==> config.mk <==
export PLATFORM = sky130hd
export DESIGN_NAME = regfile_wb_arbiter_flat
export DESIGN_NICKNAME = d
export VERILOG_FILES = /design/src/rtl/regfile_wb_arbiter_if.sv /design/src/rtl/regfile_wb_arbiter.sv /design/src/flat_wrapper.sv
export SDC_FILE = /design/constraint.sdc
export NUM_CORES = 1
export LEC_CHECK = 0
export BUFFER_PORTS_ARGS = -buffer_cell sky130_fd_sc_hd__buf_2
export CELL_PAD_IN_SITES_DETAIL_PLACEMENT = 1
export CELL_PAD_IN_SITES_GLOBAL_PLACEMENT = 1
export CORE_AREA = 2 2 109 111
export DETAILED_ROUTE_END_ITERATION = 10
export DIE_AREA = 0 0 111 113
export GPL_TIMING_DRIVEN = 1
export PLACE_DENSITY_LB_ADDON = 0.1
export SYNTH_ARGS = -nofsm -noshare
export SYNTH_HDL_FRONTEND = slang
export SYNTH_SLANG_ARGS = --single-unit
==> constraint.sdc <==
create_clock -name clock -period 0.8 [get_ports clock]
set_input_delay 0.12 -clock clock [delete_from_list [all_inputs] [get_ports clock]]
set_output_delay 0.12 -clock clock [all_outputs]
set_load 0.03 [all_outputs]
==> src/rtl/regfile_wb_arbiter_if.sv <==
`default_nettype none
// regfile_wb_arbiter_if: issue/hold controls, two writeback requesters, register-file write port and busy scoreboard.
interface regfile_wb_arbiter_if #(
  parameter int ADDRESS_WIDTH = 5,
  parameter int DATA_WIDTH    = 32
);
  localparam int NUM_REGS = 2 ** ADDRESS_WIDTH;

  logic                     issue_valid;
  logic [ADDRESS_WIDTH-1:0] issue_rd;
  logic                     hold;

  logic                     req0_valid;
  logic [ADDRESS_WIDTH-1:0] req0_rd;
  logic [DATA_WIDTH-1:0]    req0_data;
  logic                     req0_ready;

  logic                     req1_valid;
  logic [ADDRESS_WIDTH-1:0] req1_rd;
  logic [DATA_WIDTH-1:0]    req1_data;
  logic                     req1_ready;

  logic                     RegWrite;
  logic [ADDRESS_WIDTH-1:0] WRITE_ADDRESS;
  logic [DATA_WIDTH-1:0]    WRITE_DATA;
  logic [NUM_REGS-1:0]      busy;

  modport master (
    output issue_valid, issue_rd, hold,
    output req0_valid, req0_rd, req0_data,
    output req1_valid, req1_rd, req1_data,
    input  req0_ready, req1_ready,
    input  RegWrite, WRITE_ADDRESS, WRITE_DATA, busy
  );

  modport slave (
    input  issue_valid, issue_rd, hold,
    input  req0_valid, req0_rd, req0_data,
    input  req1_valid, req1_rd, req1_data,
    output req0_ready, req1_ready,
    output RegWrite, WRITE_ADDRESS, WRITE_DATA, busy
  );
endinterface
`default_nettype wire

==> src/rtl/regfile_wb_arbiter.sv <==
`default_nettype none
// regfile_wb_arbiter: shares the register-file write port between ALU (req0) and LSU (req1), with a RAW busy scoreboard.
// Macro WB_ROUND_ROBIN_EN selects round-robin arbitration; otherwise req1 has fixed priority.
module regfile_wb_arbiter #(
  parameter int ADDRESS_WIDTH = 5,
  parameter int DATA_WIDTH    = 32
) (
  input  logic                clock,
  input  logic                reset_n,
  regfile_wb_arbiter_if.slave wb
);
  localparam int NUM_REGS = 2 ** ADDRESS_WIDTH;

  logic                     grant0;
  logic                     grant1;
  logic                     transfer;
  logic [ADDRESS_WIDTH-1:0] sel_rd;
  logic [DATA_WIDTH-1:0]    sel_data;

  logic                     reg_write_q, reg_write_d;
  logic [ADDRESS_WIDTH-1:0] write_address_q, write_address_d;
  logic [DATA_WIDTH-1:0]    write_data_q, write_data_d;
  logic [NUM_REGS-1:0]      busy_q, busy_d;

`ifdef WB_ROUND_ROBIN_EN
  // rr_ptr: 0 prefers req0, 1 prefers req1
  logic rr_ptr_q, rr_ptr_d;

  always_comb begin
    grant0   = 1'b0;
    grant1   = 1'b0;
    rr_ptr_d = rr_ptr_q;
    if (!wb.hold) begin
      if (wb.req0_valid && wb.req1_valid) begin
        grant0 = ~rr_ptr_q;
        grant1 = rr_ptr_q;
      end else begin
        grant0 = wb.req0_valid;
        grant1 = wb.req1_valid;
      end
      if (grant0) begin
        rr_ptr_d = 1'b1;
      end else if (grant1) begin
        rr_ptr_d = 1'b0;
      end
    end
  end

  always_ff @(posedge clock or negedge reset_n) begin
    if (!reset_n) begin
      rr_ptr_q <= 1'b0;
    end else begin
      rr_ptr_q <= rr_ptr_d;
    end
  end
`else
  always_comb begin
    grant1 = !wb.hold && wb.req1_valid;
    grant0 = !wb.hold && wb.req0_valid && !wb.req1_valid;
  end
`endif

  assign transfer      = grant0 || grant1;
  assign sel_rd        = grant1 ? wb.req1_rd   : wb.req0_rd;
  assign sel_data      = grant1 ? wb.req1_data : wb.req0_data;
  assign wb.req0_ready = grant0;
  assign wb.req1_ready = grant1;

  always_comb begin
    reg_write_d     = transfer && (sel_rd != '0);
    write_address_d = write_address_q;
    write_data_d    = write_data_q;
    busy_d          = busy_q;
    if (transfer) begin
      write_address_d = sel_rd;
      write_data_d    = sel_data;
      busy_d[sel_rd]  = 1'b0;
    end
    // Issue is applied after the clear so a new producer of the same register stays outstanding
    if (wb.issue_valid) begin
      busy_d[wb.issue_rd] = 1'b1;
    end
    busy_d[0] = 1'b0;
  end

  always_ff @(posedge clock or negedge reset_n) begin
    if (!reset_n) begin
      reg_write_q     <= 1'b0;
      write_address_q <= '0;
      write_data_q    <= '0;
      busy_q          <= '0;
    end else begin
      reg_write_q     <= reg_write_d;
      write_address_q <= write_address_d;
      write_data_q    <= write_data_d;
      busy_q          <= busy_d;
    end
  end

  assign wb.RegWrite      = reg_write_q;
  assign wb.WRITE_ADDRESS = write_address_q;
  assign wb.WRITE_DATA    = write_data_q;
  assign wb.busy          = busy_q;
endmodule
`default_nettype wire

==> src/flat_wrapper.sv <==
// flat-port wrapper written by rule: the top's interface ports become plain ports
module regfile_wb_arbiter_flat 
#(
  parameter int ADDRESS_WIDTH = 5,
  parameter int DATA_WIDTH    = 32
)
  (clock, reset_n, wb_issue_valid, wb_issue_rd, wb_hold, wb_req0_valid, wb_req0_rd, wb_req0_data, wb_req1_valid, wb_req1_rd, wb_req1_data, wb_req0_ready, wb_req1_ready, wb_RegWrite, wb_WRITE_ADDRESS, wb_WRITE_DATA, wb_busy);
  regfile_wb_arbiter_if #(.ADDRESS_WIDTH(ADDRESS_WIDTH), .DATA_WIDTH(DATA_WIDTH)) wb_i ();
  input  logic clock;
  input  logic reset_n;
  input wire logic [$bits(wb_i.issue_valid)-1:0] wb_issue_valid;
  input wire logic [$bits(wb_i.issue_rd)-1:0] wb_issue_rd;
  input wire logic [$bits(wb_i.hold)-1:0] wb_hold;
  input wire logic [$bits(wb_i.req0_valid)-1:0] wb_req0_valid;
  input wire logic [$bits(wb_i.req0_rd)-1:0] wb_req0_rd;
  input wire logic [$bits(wb_i.req0_data)-1:0] wb_req0_data;
  input wire logic [$bits(wb_i.req1_valid)-1:0] wb_req1_valid;
  input wire logic [$bits(wb_i.req1_rd)-1:0] wb_req1_rd;
  input wire logic [$bits(wb_i.req1_data)-1:0] wb_req1_data;
  output wire logic [$bits(wb_i.req0_ready)-1:0] wb_req0_ready;
  output wire logic [$bits(wb_i.req1_ready)-1:0] wb_req1_ready;
  output wire logic [$bits(wb_i.RegWrite)-1:0] wb_RegWrite;
  output wire logic [$bits(wb_i.WRITE_ADDRESS)-1:0] wb_WRITE_ADDRESS;
  output wire logic [$bits(wb_i.WRITE_DATA)-1:0] wb_WRITE_DATA;
  output wire logic [$bits(wb_i.busy)-1:0] wb_busy;
  assign wb_i.issue_valid = wb_issue_valid;
  assign wb_i.issue_rd = wb_issue_rd;
  assign wb_i.hold = wb_hold;
  assign wb_i.req0_valid = wb_req0_valid;
  assign wb_i.req0_rd = wb_req0_rd;
  assign wb_i.req0_data = wb_req0_data;
  assign wb_i.req1_valid = wb_req1_valid;
  assign wb_i.req1_rd = wb_req1_rd;
  assign wb_i.req1_data = wb_req1_data;
  assign wb_req0_ready = wb_i.req0_ready;
  assign wb_req1_ready = wb_i.req1_ready;
  assign wb_RegWrite = wb_i.RegWrite;
  assign wb_WRITE_ADDRESS = wb_i.WRITE_ADDRESS;
  assign wb_WRITE_DATA = wb_i.WRITE_DATA;
  assign wb_busy = wb_i.busy;
  regfile_wb_arbiter #(.ADDRESS_WIDTH(ADDRESS_WIDTH), .DATA_WIDTH(DATA_WIDTH)) u_core (.clock(clock), .reset_n(reset_n), .wb(wb_i));
endmodule
==> metrics.yaml, run 1 <==
crit_arrival_ps: 1310
grt_usage_pct: 23.02
yosys_warnings: 0
path_class: "input pin to register"
power.density_nw_per_um2: 2148
n_antenna_cell: 0
holdWs_ps: 53.45
die_area_um2: 12540
yosysUniqueCellTypes: 31
die_x_um: 111
core-area_um2: 11270
cts_buffers: 9
synth_area_um2: 3428
port_buffers: 155
worst_slew_pin_slew_ps: 817.0
grt_pass1_vias: 4218
fin_tns_setup_ps: -27540
max_stage_delay_ps: 310
yosysSeqAreaShare_pct: 50.36
cts_buffer_depth: 2
cp_max_fo: 11
reg2reg_slack_ps: -170
grt.overflow.total: 0
synth_top_area_cell: "dfrtp_1"
synthTopCellsByArea: "dfrtp_1 50%, nand2_1 11%, mux2i_1 9.1%"
switchingPower_mw: 5.816
fin_ws_ps: -310.3
pwr-share-comb_pct: 46.0
grt_pass1_wl_um: 22410
switching_share_pct: 36.73
min_period_ps: 1110
grt_max_degree: 39
setup_viol: 140
max_freq_mhz: 900.7
run_status: "finished with violations"
min_path_type: "input pin to register"
wl_um: 17770
dpl_cell_area_um2: 4723
worst_hold_path.num_cells: 3
avgSynthCellArea_um2: 9.851
ioPinCount: 157
vias: 3972
drcViolationCount: 0
insertion_delay_ps: 340
layout-drive-gt1-share_pct: 64.72
cp.required_ps: 1000
synth_seq_cells: 69
cts.clk_slew.worst_paths_ps: 60
fp.dieH_um: 113
hpwl_um: 8158
relSlewSlack_pct: 45.42
violations: "negative setup slack"
leakage_nw: 3.501
clock_sinks: 69
ir_drop_mv: 1.424
num-nets-final: 717
power.share.sequential_pct: 30.2
synth_nets: 433
final_cell_area_um2: 7372
ant_nets: 0
cts_tree: "done"
slew_viol_final: 0
fin_crit_sh_pct: 138.8
first_pass_iters: 4
detail_route.vias_per_cell: 5.105
htreeDepth: 3
drtIter0Drc: 166
grt_setup_unrepaired: "yes"
cts_root_buf: "clkbuf_16"
gp_congestion: 0.7488
cpMaxStageDelayCell: "and4bb_2"
drv_cap: 0
hold_violations: 0
fillCellCount: 1167
synth_top_area_share_pct: 50.36
utilization_pct: 65.40
start_util_pct: 30.41
start_kind: "input pin"
fp-row-count: 39
clkPwrFrac_pct: 23.8
syn-instance-count: 348
reg2regPathDepth: 4
antenna_found_initial: 0
fin_cells: 778
intPower_mw: 10.02
fin_worst_skew_ps: 0
wl_per_cell_um: 22.85
path_cells: "buf_12 -> buf_6 -> and4bb_2 -> a31oi_4 -> buf_12 -> o31ai_4 -> nand2_1"
crit_path_end_kind: "register"
path_common_cell: "buf_12"
areaGrowthSynthToFinish_pct: 115.0
dp.cells: 664
==> synthesized netlist by cell type (all sizes together) <==
cell type,n
a21oi,6
a31oi,9
and2,1
and3b,1
and4b,2
and4bb,4
buf,14
clkbuf,7
conb,1
dfrtp,69
inv,5
mux2i,31
nand2,104
nand2b,5
nor2,12
nor2b,2
nor3,2
nor3b,1
nor4b,2
nor4bb,1
o21ai,36
o21bai,1
o31ai,31
o32a,1
==> sequential cells by signal, indices dropped and copies added, names as in the netlist <==
signal / flops
u_core.wb.WRITE_ADDRESS: 5
u_core.wb.WRITE_DATA: 32
u_core.wb.busy: 31
u_core.wb.RegWrite: 1
==> final cells by class <==
type | instances | area, um2 | share of cell area [%]
Clock buffer | 12 | 256.5 | 3.479
Clock inverter | 2 | 10.01 | 0.1358
Inverter | 5 | 26.28 | 0.3564
Multi-Input combinational cell | 257 | 2311 | 31.35
Sequential cell | 69 | 1728 | 23.44
Tap cell | 143 | 178.9 | 2.427
Timing Repair Buffer | 290 | 2861 | 38.82
==> repair_timing <==
item	in CTS	in global routing
gates cloned	14	3
endpoints found under the setup margin	139	140
buffers inserted	43	43
hold endpoints to repair	69	0
pin swaps	37	55
hold buffers	1	0
gates resized for setup	251	118
==> worst paths after layout <==
kind	start	end
max	wb_hold	u_core.wb.busy[17]
min	wb_req1_data[3]	u_core.wb.WRITE_DATA[3]
max reg2reg	u_core.wb.busy[16]	u_core.wb.busy[16]
min reg2reg	u_core.wb.WRITE_DATA[2]	u_core.wb.WRITE_DATA[2]
max in group asynchronous	reset_n	u_core.wb.WRITE_DATA[6]
min in group asynchronous	reset_n	u_core.wb.busy[23]
==> per-stage QoR <==
step	setup WS, ps	power, mW
after floorplan	-273.0	6.950
after global placement	-624.6	8.394
after detailed placement	-654.1	8.496
after CTS	-223.1	14.25
after global routing	-349.7	16.44
final	-310.3	15.83
==> layer usage <==
metal / vias up / global-route usage, % / wire length [um]
li1: 1801 / - / -
met3: 42 / 5.035 / 814
met5: - / 0 / 0
met1: 1973 / 26.60 / 6735
met2: 156 / 41.76 / 9689
met4: 0 / 8.917 / 534
==> cells by family after synthesis <==
kind of cell / after synthesis / synth area share (%)
muxes: 31 / 9.051
DFF: 69 / 50.37
buffers and inverters: 26 / 4.379
AOI/OAI and AO/OA: 84 / 17.96
other: 1 / 0.1094
and+or+nand+nor: 137 / 18.14
==> cells in the final DEF (no fill, tap or decap), types with 2 or more instances in the layout <==
cell       count
clkbuf_8       2
buf_16         9
o31ai_4       16
nand2_4        7
o21ai_2       19
buf_8          5
o32a_4         2
o31ai_1        2
nand2b_1       3
buf_4         81
a21oi_4        3
inv_1          4
nand2b_4       3
and4bb_2       4
o31ai_2       13
buf_12        23
nor4b_4        2
a21oi_1        4
nor3_1         2
o21ai_1       17
and4b_1        2
clkbuf_16     12
mux2i_2        6
buf_6         87
nand2_2        9
buf_2         81
nand2_1       88
nor2_1        11
a31oi_4        8
mux2i_4        9
dfrtp_1       68
clkinv_2       2
mux2i_1       16
==> power groups by stage <==
stage / combinational (mW) / sequential [mW] / clock (mW)
final: 7.29 / 4.79 / 3.76
after global routing: 7.60 / 4.85 / 3.98
after CTS: 5.84 / 4.70 / 3.71
after detailed placement: 3.88 / 4.61 / 0
after global placement: 3.80 / 4.59 / 0
after floorplan: 1.05 / 5.90 / 0
==> worst max-delay path: cells and delay by family <==
family          cells  cell delay [ps]
simple gates        2              440
buf+inv             3              420
compound gates      2              320
Note: power is estimated with default switching activity, not from simulation.
==> inputs of run 2 (changes only) <==
--- a/config.mk
+++ b/config.mk
@@ -12,7 +12,7 @@
 export DETAILED_ROUTE_END_ITERATION = 10
 export DIE_AREA = 0 0 111 113
 export GPL_TIMING_DRIVEN = 1
-export PLACE_DENSITY_LB_ADDON = 0.1
+export PLACE_DENSITY = 0.85
 export SYNTH_ARGS = -nofsm -noshare
 export SYNTH_HDL_FRONTEND = slang
 export SYNTH_SLANG_ARGS = --single-unit
==> run 2 against run 1 <==
- the run still ends with negative setup slack left
- hold slack better by 4.0 ps
- routed wire length rose by 0.26%
- clock power rose by 26%
- sequential share of layout area is 1.4 points higher
- final area down 5.7%
- sequential power hardly changed
- first-iteration DRC count grew 16%
- critical path type unchanged
- highest routed layer unchanged
==> metrics.yaml, run 2 (synthesis gave the netlist of run 1 again) <==
die_x_um: 111
die_area_um2: 12540
fin_worst_skew_ps: 0
path_class: "input pin to register"
port_buffers: 155
crit_arrival_ps: 1400
ioPinCount: 157
intPower_mw: 10.56
pwr-share-comb_pct: 42.0
vias: 3997
fillCellCount: 1173
worst_slew_pin_slew_ps: 935.6
grt_pass1_vias: 4174
start_util_pct: 30.41
cts_buffer_depth: 2
min_path_type: "input pin to register"
hold_violations: 0
max_freq_mhz: 835.5
switching_share_pct: 35.69
cp.required_ps: 1000
htreeDepth: 3
cts_root_buf: "clkbuf_16"
fin_cells: 757
fp.dieH_um: 113
grt_usage_pct: 23.20
grt_pass1_wl_um: 22580
seq_area_um2: 1727
wl_um: 17820
slew_viol_final: 0
cp_max_fo: 8
cts_tree: "done"
drcViolationCount: 0
switchingPower_mw: 5.863
layout-drive-gt1-share_pct: 59.61
final_common_cell: "nand2_1"
ant_nets: 0
grt_setup_unrepaired: "yes"
largest_reg_flops: 32
num-nets-final: 694
areaGrowthSynthToFinish_pct: 102.7
power_mw: 16.43
cts_buffers: 9
power.density_nw_per_um2: 2364
min_period_ps: 1197
setup_viol: 140
drtIter0Drc: 193
wl_per_cell_um: 23.54
fin_crit_sh_pct: 149.6
first_pass_iters: 4
dp_slack_ps: -714.8
antenna_found_initial: 0
multiInputGateArea_um2: 2135
gp_congestion: 0.8256
run_status: "finished with violations"
insertion_delay_ps: 330
core-area_um2: 11270
utilization_pct: 61.65
hpwl_um: 8689
n_antenna_cell: 0
relSlewSlack_pct: 37.50
power.share.sequential_pct: 29.1
drv_cap: 0
ir_drop_mv: 1.476
fp-row-count: 39
dp.cells: 653
clkPwrFrac_pct: 28.8
clock_sinks: 69
detail_route.vias_per_cell: 5.280
violations: "negative setup slack"
final_cell_mix: "91 x nand2_1, 88 x buf_6, 81 x buf_2, 70 x buf_4, 69 x dfrtp_1"
grt.overflow.total: 0
crit_path_end_kind: "register"
fin_ws_ps: -396.8
leakage_nw: 3.338
grt_max_degree: 57
cts.clk_slew.worst_paths_ps: 60
start_kind: "input pin"
[run 2: changes by cell type in the layout (fill, tap and decap cells not counted), moves of 4 or more]
| cell | previous run | this run |
|---|---|---|
| o21ai_1 | 17 | 31 |
| o21ai_2 | 19 | 5 |
| buf_4 | 81 | 70 |
| mux2i_4 | 9 | 0 |
| mux2i_1 | 16 | 23 |
| buf_12 | 23 | 18 |
| o31ai_2 | 13 | 9 |
[run 2: layout make-up]
class | count | area share [%]
Multi-Input combinational cell | 256 | 30.72
Clock inverter | 7 | 1.765
Sequential cell | 69 | 24.85
Tap cell | 143 | 2.575
Timing Repair Buffer | 268 | 36.51
Inverter | 5 | 0.3421
Clock buffer | 9 | 3.241
[run 2: worst max-delay path: stages]
cell and delay, ps:
buf_8 90, buf_12 120, nand2b_4 200, buf_6 150
a31oi_4 100, buf_12 180, o31ai_1 290, nand2_1 140
[run 2: per-layer routing]
| layer | GRT usage, % | vias to the layer above | share of wire, % |
|---|---|---|---|
| li1 | - | 1752 | - |
| met1 | 25.50 | 1996 | 36 |
| met2 | 42.54 | 207 | 55 |
| met3 | 5.463 | 42 | 5.6 |
| met4 | 10.67 | 0 | 3.0 |
| met5 | 0 | - | 0 |
[run 2: power groups by stage]
stage	combinational (mW)	sequential, mW	clock [mW]
after global routing	7.18	4.85	4.94
after floorplan	1.05	5.90	0
final	6.91	4.79	4.73
after global placement	3.73	4.59	0
after CTS	5.71	4.71	4.75
after detailed placement	3.86	4.63	0
[run 2: worst paths after layout]
check / to / start / slack [ps] / cells after the start
min in group asynchronous: u_core.wb.busy[5] / reset_n / 310 / 3
worst max-delay path: u_core.wb.busy[19] / wb_hold / -400 / 8
worst min register to register: u_core.wb.WRITE_DATA[6] / u_core.wb.WRITE_DATA[6] / 510 / 2
max in group asynchronous: u_core.wb.WRITE_ADDRESS[1] / reset_n / 250 / 3
worst min-delay path: u_core.wb.WRITE_DATA[8] / wb_req1_data[8] / 60 / 3
worst max register to register: u_core.wb.busy[26] / u_core.wb.busy[26] / -170 / 4
[run 2: metrics by stage]
step | hold WS, ps | cell area (um2) | TNS, ps
after floorplan | -175.6 | 3552 | -15720
after global placement | 104.0 | 4641 | -36290
after detailed placement | 103.7 | 4641 | -40650
after CTS | 51.66 | 6212 | -25760
after global routing | 72.19 | 6949 | -35640
final | 57.49 | 6949 | -32790
[run 2: repair_timing]
action	4_1_cts	5_1_grt
resized for setup	237	61
pin swaps	33	40
endpoints found under the hold margin	69	0
cloned	9	5
buffers inserted	39	37
setup endpoints to repair	140	140
hold buffers	1	0
==> inputs of run 3 (changes only) <==
--- a/config.mk
+++ b/config.mk
@@ -5,7 +5,7 @@
 export SDC_FILE = /design/constraint.sdc
 export NUM_CORES = 1
 export LEC_CHECK = 0
-export BUFFER_PORTS_ARGS = -buffer_cell sky130_fd_sc_hd__buf_2
+export BUFFER_PORTS_ARGS = -buffer_cell sky130_fd_sc_hd__buf_4
 export CELL_PAD_IN_SITES_DETAIL_PLACEMENT = 1
 export CELL_PAD_IN_SITES_GLOBAL_PLACEMENT = 1
 export CORE_AREA = 2 2 109 111
==> constraint.sdc (replaced) <==
create_clock -name clock -period 0.8 [get_ports clock]
set_input_delay 0 -clock clock [delete_from_list [all_inputs] [get_ports clock]]
set_output_delay 0 -clock clock [all_outputs]
set_load 0.03 [all_outputs]
==> run 3 against run 2 <==
- worst setup slack improved by 140 ps
- sequential power about the same
- register-to-register slack better by 20 ps
- final area grew 4.5%
- via count grew 3.3%
- critical path depth is 1 lower
- the run ends with negative hold slack, negative setup slack left
==> metrics.yaml, run 3 (synthesis gave the netlist of run 1 again) <==
drv_cap: 0
die_x_um: 111
cp_max_fo: 8
areaGrowthSynthToFinish_pct: 111.8
setup.worst_path.end: "u_core.wb.busy[17]"
busiest_layer: "met2"
dp_slack_ps: -454.6
r2r-end: "u_core.wb.busy[20]"
detail_route.vias_per_cell: 5.219
leakage_nw: 3.419
grt_max_degree: 70
ioPinCount: 157
reg2regPathDepth: 3
cts.clk_slew.worst_paths_ps: 70
max_freq_mhz: 944.3
final_cell_mix: "144 x buf_4, 100 x nand2_1, 83 x buf_6, 68 x dfrtp_1, 57 x dlygate4sd3_1"
cts_tree: "done"
fin_crit_sh_pct: 132.4
start_util_pct: 30.41
setup_viol: 104
min_path_type: "input pin to register"
layout-drive-gt1-share_pct: 50.54
fin_worst_skew_ps: 0
min_period_ps: 1059
power.density_nw_per_um2: 2166
cts_buffer_depth: 2
holdWs_ps: -11.05
hpwl_um: 8977
first_pass_iters: 6
worst_hold_path.num_cells: 3
run_status: "finished with violations"
htreeDepth: 3
vias: 4128
cts_root_buf: "clkbuf_16"
reg2reg_slack_ps: -150
cts_buffers: 9
wl_um: 18810
antenna_found_initial: 1
grt.met2_usage_pct: 51.29
slew_viol_final: 0
critPathLaunch: "wb_hold"
cp.required_ps: 990
fin_tns_setup_ps: -8832
crit_arrival_ps: 1250
num-nets-final: 727
met3_usage_pct: 6.320
grt_setup_unrepaired: "yes"
insertion_delay_ps: 330
fin_ws_ps: -259.0
min_from: "wb_req0_data[2]"
grt_pass1_wl_um: 25100
gp_congestion: 0.8107
path_class: "input pin to register"
grt_pass1_vias: 4561
wl_per_cell_um: 23.78
utilization_pct: 64.42
die_area_um2: 12540
ir_drop_mv: 1.471
fp-row-count: 39
relSlewSlack_pct: 40.57
worst_slew_pin_slew_ps: 889.6
r2r-start: "u_core.wb.busy[20]"
port_buffers: 155
ant_nets: 0
clock_sinks: 69
start_kind: "input pin"
largest_reg_flops: 32
fp.dieH_um: 113
crit_path_end_kind: "register"
grt_usage_pct: 26.17
violations: "negative hold slack, negative setup slack"
met1_usage_pct: 26.39
hold_violations: 1
grt.overflow.total: 0
core-area_um2: 11270
drtIter0Drc: 176
drcViolationCount: 0
final_common_cell: "buf_4"
[run 3: changes by cell type in the layout (fill, tap and decap cells not counted), sizes merged, moves of 2 or more]
| cell | change |
|---|---|
| bufinv | -3 |
| dlygate4sd3 | +56 |
| buf | -23 |
| inv | +2 |
[run 3: per-layer routing]
layer	vias to the layer above	part of all wire, %	wire length [um]
met5	-	0	0
met2	183	57	10630
li1	1812	-	-
met3	68	4.9	925
met1	2065	33	6298
met4	0	5.1	952
[run 3: power by group]
group | switching, mW | internal [mW] | leakage, nW
sequential | 0.641 | 4.16 | 0.837
clock | 1.79 | 2.14 | 0.129
combinational | 3.60 | 3.41 | 2.45
[run 3: worst min-delay path by stage]
stage,to,slack (ps)
finish,u_core.wb.WRITE_DATA[2],-10
floorplan,u_core.wb.RegWrite,-300
CTS,u_core.wb.WRITE_DATA[9],4
global placement,u_core.wb.busy[14],40
detailed placement,u_core.wb.busy[14],50
global route,u_core.wb.WRITE_DATA[2],6
[run 3: stage by stage]
| stage | total power, mW | area, um2 | hold WS [ps] | std cells |
|---|---|---|---|---|
| 2_1_floorplan | 6.940 | 3535 | -295.6 | 348 |
| 3_3_place_gp | 8.872 | 5055 | 36.34 | 661 |
| 3_5_place_dp | 9.054 | 5055 | 50.05 | 661 |
| 4_1_cts | 14.39 | 6595 | 3.532 | 769 |
| 5_1_grt | 16.25 | 7262 | 5.722 | 791 |
| 6_report | 15.73 | 7262 | -11.05 | 791 |
[run 3: cell type report]
type                            count  area [um2]
Fill cell                        1167        4010
Timing Repair Buffer              302        2959
Multi-Input combinational cell    255        2092
Sequential cell                    69        1728
Clock buffer                        9       225.2
Tap cell                          143       178.9
Clock inverter                      7       57.56
Inverter                            5       18.77
Antenna cell                        1       2.502
[run 3: worst max-delay path, stage by stage]
cell and delay (ps):
buf_12 110, buf_8 120, and4bb_2 320, a31oi_4 50, buf_12 170, o31ai_1 290, nand2_1 170
[run 3: what timing repair did]
action	CTS	global route
setup endpoints to repair	128	108
buffers inserted	33	17
gates resized for setup	99	76
pin swaps	22	38
endpoints found under the hold margin	99	1
hold buffers	56	1
cloned	3	3
